===== config.mk =====
export PLATFORM = sky130hd
export DESIGN_NAME = imsic_msi_sched
export DESIGN_NICKNAME = d
export VERILOG_FILES = /design/src/rtl/imsic_sched_pkg.sv /design/src/rtl/imsic_msi_fifo.sv /design/src/rtl/imsic_msi_sched.sv
export SDC_FILE = /design/constraint.sdc
export NUM_CORES = 1
export LEC_CHECK = 0
export CORE_ASPECT_RATIO = 0.9
export CORE_MARGIN = 5
export CORE_UTILIZATION = 41
export CTS_CLUSTER_DIAMETER = 40
export DETAILED_ROUTE_END_ITERATION = 10
export PLACE_DENSITY = 0.8
export SLEW_MARGIN = 20
export SYNTH_ARGS = -nofsm -noshare
export SYNTH_HDL_FRONTEND = slang
export SYNTH_SLANG_ARGS = --single-unit

===== constraint.sdc =====
create_clock -name clk -period 4.15 [get_ports clk]
set_input_delay 0.6225 -clock clk [delete_from_list [all_inputs] [get_ports clk]]
set_output_delay 0.6225 -clock clk [all_outputs]
set_load 0.02 [all_outputs]

===== src/rtl/imsic_sched_pkg.sv =====
// Shared types and constants for the IMSIC MSI scheduler: delivery states,
// port selection and the interrupt-file numbering used by the decoders.
package imsic_sched_pkg;

    typedef enum logic [1:0] {
        IDLE = 2'd0,
        HOLD = 2'd1,
        GAP  = 2'd2
    } sched_state_e;

    typedef enum logic {
        PORT_M = 1'b0,
        PORT_S = 1'b1
    } port_sel_e;

    localparam int unsigned FILE_M = 0;
    localparam int unsigned FILE_S = 1;
    localparam logic [11:0] SETIPNUM_LE_OFFSET = 12'h000;

endpackage


===== src/rtl/imsic_msi_fifo.sv =====
// Small synchronous FIFO buffering decoded MSIs between arbitration and delivery.
// Full/empty come straight from the registered pointers (extra wrap bit).
module imsic_msi_fifo #(
    parameter int WIDTH = 12,
    parameter int DEPTH = 4
) (
    input  logic             clk,
    input  logic             rst,
    input  logic             push,
    input  logic             pop,
    input  logic [WIDTH-1:0] din,
    output logic [WIDTH-1:0] dout,
    output logic             full,
    output logic             empty
);

    localparam int AW = (DEPTH > 1) ? $clog2(DEPTH) : 1;

    logic [WIDTH-1:0] mem_q [DEPTH];
    logic [AW:0]      wr_ptr_q, wr_ptr_d;
    logic [AW:0]      rd_ptr_q, rd_ptr_d;
    logic             do_push, do_pop;

    assign empty   = (wr_ptr_q == rd_ptr_q);
    assign full    = (wr_ptr_q[AW] != rd_ptr_q[AW]) && (wr_ptr_q[AW-1:0] == rd_ptr_q[AW-1:0]);
    assign do_push = push & ~full;
    assign do_pop  = pop & ~empty;
    assign dout    = mem_q[rd_ptr_q[AW-1:0]];

    always_comb begin
        wr_ptr_d = wr_ptr_q + {{AW{1'b0}}, do_push};
        rd_ptr_d = rd_ptr_q + {{AW{1'b0}}, do_pop};
    end

    always_ff @(posedge clk) begin
        if (rst) begin
            wr_ptr_q <= '0;
            rd_ptr_q <= '0;
        end else begin
            wr_ptr_q <= wr_ptr_d;
            rd_ptr_q <= rd_ptr_d;
        end
    end

    // Storage needs no reset: entries are only read once the pointers say so.
    always_ff @(posedge clk) begin
        if (do_push) begin
            mem_q[wr_ptr_q[AW-1:0]] <= din;
        end
    end

endmodule


===== src/rtl/imsic_msi_sched.sv =====
// Arbitrates the M and S/VS MSI write ports, validates targets and delivers
// buffered MSIs with a held valid. Define IMSIC_MSI_SCHED_FIXED_PRIO_EN for fixed M priority.
//
// state | meaning
// IDLE  | nothing in flight, waiting for a buffered MSI
// HOLD  | o_msi_info_vld high, counting SETIP_KEEP_CYCLES
// GAP   | one low cycle between MSIs, may pop the next one
module imsic_msi_sched
    import imsic_sched_pkg::*;
#(
    parameter int AXI_ADDR_WIDTH    = 32,
    parameter int NR_INTP_FILES     = 7,
    parameter int NR_HARTS          = 1,
    parameter int NR_SRC            = 256,
    parameter int SETIP_KEEP_CYCLES = 8,
    parameter int FIFO_DEPTH        = 4,
    localparam int NR_SRC_WIDTH     = $clog2(NR_SRC),
    localparam int NR_HARTS_WIDTH   = (NR_HARTS == 1) ? 1 : $clog2(NR_HARTS),
    localparam int INTP_FILE_WIDTH  = $clog2(NR_INTP_FILES),
    localparam int MSI_INFO_WIDTH   = NR_HARTS_WIDTH + INTP_FILE_WIDTH + NR_SRC_WIDTH
) (
    input  logic                      clk,
    input  logic                      rst,
    input  logic                      m_req_vld,
    input  logic [AXI_ADDR_WIDTH-1:0] m_req_addr,
    input  logic [31:0]               m_req_data,
    output logic                      m_req_rdy,
    input  logic                      s_req_vld,
    input  logic [AXI_ADDR_WIDTH-1:0] s_req_addr,
    input  logic [31:0]               s_req_data,
    output logic                      s_req_rdy,
    output logic                      o_addr_is_illegal,
    output logic [MSI_INFO_WIDTH-1:0] o_msi_info,
    output logic                      o_msi_info_vld,
    output logic                      o_busy
);

    localparam int CNT_WIDTH = (SETIP_KEEP_CYCLES > 1) ? $clog2(SETIP_KEEP_CYCLES) : 1;
    localparam logic [CNT_WIDTH-1:0] CNT_LAST = CNT_WIDTH'(SETIP_KEEP_CYCLES - 1);

    sched_state_e              state_q, state_d;
    logic [CNT_WIDTH-1:0]      cnt_q, cnt_d;
    logic [MSI_INFO_WIDTH-1:0] info_q, info_d;
    logic                      illegal_q, illegal_d;
    port_sel_e                 sel;
    logic                      xfer, legal;
    logic                      fifo_push, fifo_pop, fifo_full, fifo_empty;
    logic [MSI_INFO_WIDTH-1:0] fifo_dout, push_info;
    logic [11:0]               req_offset;
    logic [31:0]               req_data, hart_idx, file_idx;

`ifdef IMSIC_MSI_SCHED_FIXED_PRIO_EN
    always_comb begin
        sel = PORT_M;
        if (!m_req_vld && s_req_vld) begin
            sel = PORT_S;
        end
    end
`else
    port_sel_e rr_ptr_q, rr_ptr_d;

    always_comb begin
        sel = PORT_M;
        if (m_req_vld && s_req_vld) begin
            sel = rr_ptr_q;
        end else if (s_req_vld) begin
            sel = PORT_S;
        end
        rr_ptr_d = rr_ptr_q;
        if (xfer) begin
            rr_ptr_d = port_sel_e'(~rr_ptr_q);
        end
    end

    always_ff @(posedge clk) begin
        if (rst) begin
            rr_ptr_q <= PORT_M;
        end else begin
            rr_ptr_q <= rr_ptr_d;
        end
    end
`endif

    // Readiness looks only at the registered full flag, so nothing passes through when full.
    assign xfer      = (m_req_vld | s_req_vld) & ~fifo_full & ~rst;
    assign m_req_rdy = xfer & (sel == PORT_M);
    assign s_req_rdy = xfer & (sel == PORT_S);

    // Decode in 32-bit arithmetic so an out-of-range S file (g+1) is caught before truncation.
    always_comb begin
        req_offset = m_req_addr[11:0];
        req_data   = m_req_data;
        hart_idx   = 32'(m_req_addr[12 +: NR_HARTS_WIDTH]);
        file_idx   = FILE_M;
        if (sel == PORT_S) begin
            req_offset = s_req_addr[11:0];
            req_data   = s_req_data;
            hart_idx   = 32'(s_req_addr[12 + INTP_FILE_WIDTH +: NR_HARTS_WIDTH]);
            file_idx   = 32'(s_req_addr[12 +: INTP_FILE_WIDTH]) + FILE_S;
        end
        legal = (req_offset == SETIPNUM_LE_OFFSET) && (hart_idx < NR_HARTS) &&
                (file_idx < NR_INTP_FILES) && (req_data != 32'd0) && (req_data < NR_SRC);
        push_info = {hart_idx[NR_HARTS_WIDTH-1:0], file_idx[INTP_FILE_WIDTH-1:0],
                     req_data[NR_SRC_WIDTH-1:0]};
    end

    assign fifo_push = xfer & legal;
    assign illegal_d = xfer & ~legal;

    imsic_msi_fifo #(
        .WIDTH (MSI_INFO_WIDTH),
        .DEPTH (FIFO_DEPTH)
    ) u_fifo (
        .clk   (clk),
        .rst   (rst),
        .push  (fifo_push),
        .pop   (fifo_pop),
        .din   (push_info),
        .dout  (fifo_dout),
        .full  (fifo_full),
        .empty (fifo_empty)
    );

    always_comb begin
        state_d  = state_q;
        cnt_d    = cnt_q;
        info_d   = info_q;
        fifo_pop = 1'b0;
        unique case (state_q)
            IDLE, GAP: begin
                if (!fifo_empty) begin
                    fifo_pop = 1'b1;
                    info_d   = fifo_dout;
                    cnt_d    = '0;
                    state_d  = HOLD;
                end else begin
                    state_d  = IDLE;
                end
            end
            HOLD: begin
                if (cnt_q == CNT_LAST) begin
                    state_d = GAP;
                end else begin
                    cnt_d = cnt_q + CNT_WIDTH'(1);
                end
            end
            default: state_d = IDLE;
        endcase
    end

    always_ff @(posedge clk) begin
        if (rst) begin
            state_q   <= IDLE;
            cnt_q     <= '0;
            info_q    <= '0;
            illegal_q <= 1'b0;
        end else begin
            state_q   <= state_d;
            cnt_q     <= cnt_d;
            info_q    <= info_d;
            illegal_q <= illegal_d;
        end
    end

    assign o_msi_info        = info_q;
    assign o_msi_info_vld    = (state_q == HOLD);
    assign o_addr_is_illegal = illegal_q;
    assign o_busy            = ~fifo_empty | (state_q != IDLE);

endmodule


==> results.tsv, run 1 <==
metric	value	unit
Leakage Power	1.62	nW
Max FO, Critical Path	14	
Final Skew	0.00757	ns
Pwr Density	443	mW/mm^2
final hold vios	0	
Setup crit start kind	flip-flop	
Final nets	515	
Worst EP arrival	2.60	ns
Post-synth EDFFs	48	
ANT cells	0	
first-pass GRT wire length	13.0	mm
dpl ws	0.912	ns
area leader, netlist	edfxtp_1	
largest net degree at the start of global routing	26	
share of cells above drive strength 1	0.105	
Worst path top cell family by delay	flip-flops	
total track usage	0.177	
Worst Tran Pin Value	0.724	ns
final worst-path cycle share	0.777	
worst skew pair latency	0.34	ns
hold_ws	0.455	ns
Synth cell types	35	
Tmin final	3.22	ns
critical path endpoint category	output port	
final-layout fill cell count	600	
Post-CTS Hold Buffers	0	
Power, Total	2.09	mW
run status	completed	
Worst EP required	3.53	ns
worst r2r src	u_fifo.rd_ptr_q[1]	
Remaining Overflow, GRT	0	
initial core utilization	0.421	
maximum root-to-sink buffer count	2	
WL final	7.95	mm
TritonCTS Sinks	73	
area grow syn2layout	48.3	%
register bit total from synthesis	73	
top post-synthesis cells by area	edfxtp_1 45%, dfxtp_1 16%, mux4_2 8.5%, nand2_1 6.5%, ha_1 2.8%	
Synth top area share	0.453	
sum of negative setup slack	0	ns
num rows	30	
hold path depth	2	
synth cell count leaders	55 x nand2_1, 48 x edfxtp_1, 25 x dfxtp_1, 16 x a21oi_1, 14 x nor2_1	
worst hold endpoint	o_msi_info[6]	
largest stage delay on the critical path	0.79	ns
worst vdd ir	0.188	mV
syn_area_per_cell	12.5	sq um
DRT Pass-1 Iters	4	
Die Ht	93.5	um
CTS tree	done	
worst reg2reg setup slack	1.47	ns
reg-to-reg endpoint	u_fifo.rd_ptr_q[1]	
HP Start	o_msi_info[6]	
CTS Root Cell	clkbuf_8	
full die area	0.00962	sq mm
maxcap violations	0	
vias	2476	
cell with the most instances after synthesis	nand2_1	
R2R cell count	7	
initial antenna violation count	0	
Syn. warnings	0	
die width	103	um
CP max-delay cell	dfxtp_1	
per-cell routed wire length	16.7	um
final worst slack	0.925	ns
Seq/Total Area, Yosys	0.611	
slew margin rel.	0.517	
Post-Syn Instances	254	
TritonCTS Buffers	9	
RSZ-0062 raised after global routing	no	
Cell Area, Synth	0.00318	sq mm
Routability Congestion	0.749	
CP Buf/Inv Count	1	
Net Count, Synth	393	
# port buffers	113	
crit-path cells	xnor2_1 > a31oi_1 > o21ai_1 > nor2_1 > clkdlybuf4s50_1	
ys flop type	edfxtp_1	
# H-tree levels	3	
Max Slew Vio Count	0	
CTS resizes	0	
DRT antenna net count	0	
clock-pin slew on the worst setup and hold paths	0.07	ns
fmax	0.310	GHz
Hold Crit Class	flip-flop to flip-flop	
vias per cell	5.19	
1st-iter DRT viols	172	
setup repair bufs after CTS	0	
io pins	149	
CP Class	flip-flop to output port	
share of async-settable or async-resettable flops after synthesis	0	
number of global-route vias before repair	2655	
HPWL after detailed placement	6.32	mm
core area	0.00754	sq mm
DRC	0	
setup violators final	0	
[sequential cells by signal, summed over array words and instances, names as in the netlist]
name,cells
u_fifo.mem_q,48
cnt_q,3
rr_ptr_q,1
state_q,2
o_addr_is_illegal,1
u_fifo.rd_ptr_q,3
o_msi_info,12
u_fifo.wr_ptr_q,3
[power by group]
part           internal (mW)  leakage, nW  switching, mW
clock network          0.458        0.130          0.249
registers              0.822        0.641         0.0223
logic                  0.274        0.852          0.263
[cell families after synthesis]
kind of cell | count (synthesis) | share of synthesized area
and+or+nand+nor | 120 | 0.192
DFF | 73 | 0.611
AOI/OAI and AO/OA | 24 | 0.0504
muxes | 12 | 0.0850
buffers and inverters | 10 | 0.0122
xor gates and xnor gates | 8 | 0.0220
adders and majority gates | 7 | 0.0275
[placed cells by master, fill, tap and decap left out, types with 2 or more instances in the layout]
cell type and count:
a21oi_1 16, a31oi_1 2, and2_1 2, buf_4 6, bufinv_16 4, clkbuf_8 9, clkdlybuf4s50_1 113, clkinv_2 2
dfxtp_1 25, edfxtp_1 48, ha_1 7, mux4_2 12, nand2_1 55, nand2b_1 4, nand3_1 4, nand4_1 4
nor2_1 14, nor2b_1 7, nor3_1 4, nor4_1 9, nor4_2 2, or4_1 9, xnor2_1 6, xor2_1 2
[tightest hold or removal path: cells and delay by family (launching register included)]
| kind | cells | cell delay (ns) |
|---|---|---|
| compound gates | 1 | 0.05 |
| flops | 1 | 0.31 |
| simple gates | 1 | 0.05 |
[cell type report]
type | instances | area (sq um) | area share
inverters | 2 | 7.51 | 0.00159
clock buffers | 10 | 128 | 0.0271
repair buffers | 119 | 1180 | 0.249
well taps | 96 | 120 | 0.0255
flip-flops and latches | 73 | 1940 | 0.412
clock inverters | 6 | 130 | 0.0276
multi-input cells | 171 | 1210 | 0.257
[metrics by stage]
stage / cells / cell area (sq um) / utilization
final: 477 / 4710 / 0.625
after global routing: 477 / 4710 / 0.625
after CTS: 477 / 4710 / 0.625
after detailed placement: 461 / 4460 / 0.591
after global placement: 461 / 4460 / 0.591
after floorplan: 254 / 3180 / -
[layer usage]
layer	share of wire	wire, um	up-vias	global-route usage
li1	-	-	1199	-
met1	0.40	3200	1172	0.224
met2	0.52	4100	100	0.297
met3	0.077	609	5	0.0507
met4	0.0062	49	0	0.0485
met5	0	0	-	0
[how the worst max path moves through the flow]
stage                                   from                 end  slack (ns)  depth (start not counted)
after CTS                 u_fifo.rd_ptr_q[1]           m_req_rdy        0.86                          5
after detailed placement      m_req_addr[10]  u_fifo.mem_q[1][6]        0.91                          7
after global routing      u_fifo.rd_ptr_q[1]           m_req_rdy        0.69                          5
final                     u_fifo.rd_ptr_q[1]           m_req_rdy        0.93                          5
after floorplan               m_req_addr[10]  u_fifo.mem_q[0][0]        0.60                          5
after global placement        m_req_addr[10]  u_fifo.mem_q[1][6]        0.95                          7
No activity file was read; power rests on OpenSTA's default activity.
==> run 2: changes to the inputs <==
Clock period 4.15 ns to 3.1 ns, I/O delays scaled along.
==> results.tsv, run 2 (synthesized netlist as in run 1, its figures left out) <==
metric	value	unit	change
Final nets	520		was 515
Worst Tran Pin Value	0.553	ns	was 0.724 ns
die width	103	um	unchanged
worst reg2reg setup slack	0.80	ns	was 1.47 ns
CTS Root Cell	clkbuf_8		unchanged
met3 WL	653	um	was 609 um
hold_ws	0.454	ns	was 0.455 ns
HPWL after detailed placement	6.20	mm	was 6.32 mm
Pwr Density	563	mW/mm^2	was 443 mW/mm^2
Routability Congestion	0.750		was 0.749
dpl ws	0.0466	ns	was 0.912 ns
Reg power frac	0.426		was 0.404
max reg flops	48		unchanged
CP Class	input port to output port		was flip-flop to output port
Util after Layout	0.625		about the same
maximum root-to-sink buffer count	2		unchanged
DRT antenna net count	0		unchanged
CP max-delay cell	clkdlybuf4s50_1		was dfxtp_1
# port buffers	113		unchanged
Tmin final	2.78	ns	
Leakage Power	1.63	nW	was 1.62 nW
critical path endpoint category	output port		unchanged
CTS resizes	0		unchanged
1st-iter DRT viols	113		was 172
total track usage	0.171		was 0.177
Placed Cells incl. Taps	466		was 461
Remaining Overflow, GRT	0		unchanged
io pins	149		unchanged
worst r2r src	u_fifo.rd_ptr_q[1]		unchanged
first-pass GRT wire length	12.4	mm	was 13.0 mm
Power Internal	1.97	mW	was 1.55 mW
Final Skew	0.00583	ns	was 0.00757 ns
commonest cells after routing, fill and taps aside	113 x clkdlybuf4s50_1, 55 x nand2_1, 48 x edfxtp_1, 25 x dfxtp_1, 16 x a21oi_1		unchanged
Max Slew Vio Count	0		unchanged
core area	0.00754	sq mm	unchanged
crit-path cells	clkdlybuf4s50_1 > nand2b_1 > and2_1 > buf_4 > nor2_1 > clkdlybuf4s50_1		was xnor2_1 > a31oi_1 > o21ai_1 > nor2_1 > clkdlybuf4s50_1
initial antenna violation count	0		unchanged
largest net degree at the start of global routing	25		was 26
M1 WL	3.06	mm	was 3.20 mm
area grow syn2layout	48.4	%	was 48.3%
WL final	7.74	mm	was 7.95 mm
post-route insts no fill	482		was 477
Worst EP arrival	2.31	ns	was 2.60 ns
Max FO, Critical Path	9		was 14
ANT cells	0		unchanged
wire length on met2	3.88	mm	was 4.10 mm
fmax	0.360	GHz	
worst skew pair latency	0.33	ns	was 0.34 ns
share of cells above drive strength 1	0.111		was 0.105
worst hold endpoint	o_msi_info[11]		was o_msi_info[6]
maxcap violations	0		unchanged
HP Start	o_msi_info[11]		was o_msi_info[6]
RSZ-0062 raised after global routing	no		unchanged
max layer used	met4		unchanged
worst vdd ir	0.197	mV	was 0.188 mV
largest stage delay on the critical path	0.63	ns	was 0.79 ns
setup repair bufs after CTS	0		unchanged
clock-pin slew on the worst setup and hold paths	0.07	ns	about the same
clock network power share	0.305		was 0.339
reg-to-reg endpoint	u_fifo.rd_ptr_q[1]		unchanged
initial core utilization	0.421		unchanged
CTS tree	done		unchanged
number of global-route vias before repair	2601		was 2,655
cell mode on critical path	clkdlybuf4s50_1		
# H-tree levels	3		unchanged
Combinational Power Share	0.269		was 0.257
TritonCTS Sinks	73		unchanged
final worst slack	0.321	ns	was 0.925 ns
Worst EP required	2.63	ns	was 3.53 ns
vias per cell	5.12		was 5.19
sw power	0.689	mW	was 0.534 mW
slew margin rel.	0.631		was 0.517
num rows	30		unchanged
most common cell after layout, fill and taps aside	clkdlybuf4s50_1		unchanged
Die Ht	93.5	um	unchanged
R2R cell count	8		was 7
Setup crit start kind	input port		was flip-flop
setup violators final	0		unchanged
Post-CTS Hold Buffers	0		unchanged
hold path depth	2		unchanged
full die area	0.00962	sq mm	unchanged
sw frac	0.259		was 0.256
final worst-path cycle share	0.897		
DRT Pass-1 Iters	4		unchanged
per-cell routed wire length	16.1	um	was 16.7 um
vias	2470		was 2,476
Hold Crit Class	flip-flop to flip-flop		unchanged
TritonCTS Buffers	9		unchanged
final hold vios	0		unchanged
DRC	0		unchanged
run status	completed		unchanged
run 2: cell types whose count changed in the layout (fill, tap and decap cells not counted), sizes merged:
cell / before / now
buf: 6 / 11
bufinv: 4 / 2
clkbuf: 10 / 13
clkinv: 2 / 1
run 2: cell type report:
cell class	instances	area, sq um
clock buffer	13	159
clock inverter	3	63.8
fill	590	2830
inverter	2	7.51
multi-input combinational	171	1210
sequential	73	1940
tap	96	120
timing repair buffer	124	1210
run 2: worst max-delay path by stage:
stage,from,cells past startpoint,endpoint,slack [ns]
floorplan,m_req_addr[10],5,u_fifo.mem_q[0][0],-0.30
global placement,m_req_addr[10],7,u_fifo.mem_q[1][4],0.07
detailed placement,m_req_addr[10],7,u_fifo.mem_q[1][4],0.05
CTS,m_req_vld,6,m_req_rdy,0.30
global route,m_req_vld,6,m_req_rdy,0.18
finish,m_req_vld,6,m_req_rdy,0.32
run 2: metal layers:
metal | global-route usage | up-vias
met1 | 0.202 | 1143
met2 | 0.287 | 110
met5 | 0 | -
li1 | - | 1206
met3 | 0.0455 | 11
met4 | 0.0798 | 0
run 2: stage by stage:
stage	setup TNS, ns	total power [mW]	instance area, sq um
final	0	2.66	4720
after global routing	0	2.80	4720
after global placement	0	1.86	4490
after floorplan	-7.11	1.55	3180
after CTS	0	2.69	4720
after detailed placement	0	1.88	4490
run 2: power by group through the flow:
stage	combinational, mW	sequential (mW)	clock [mW]
finish	0.715	1.13	0.810
global route	0.785	1.14	0.874
CTS	0.729	1.13	0.828
detailed placement	0.726	1.16	0
global placement	0.707	1.15	0
floorplan	0.346	1.20	0
run 2: worst max-delay path: cells and delay by family:
family / cells / cell delay, ns
buffers and inverters: 3 / 1.30
and+or+nand+nor: 3 / 0.55
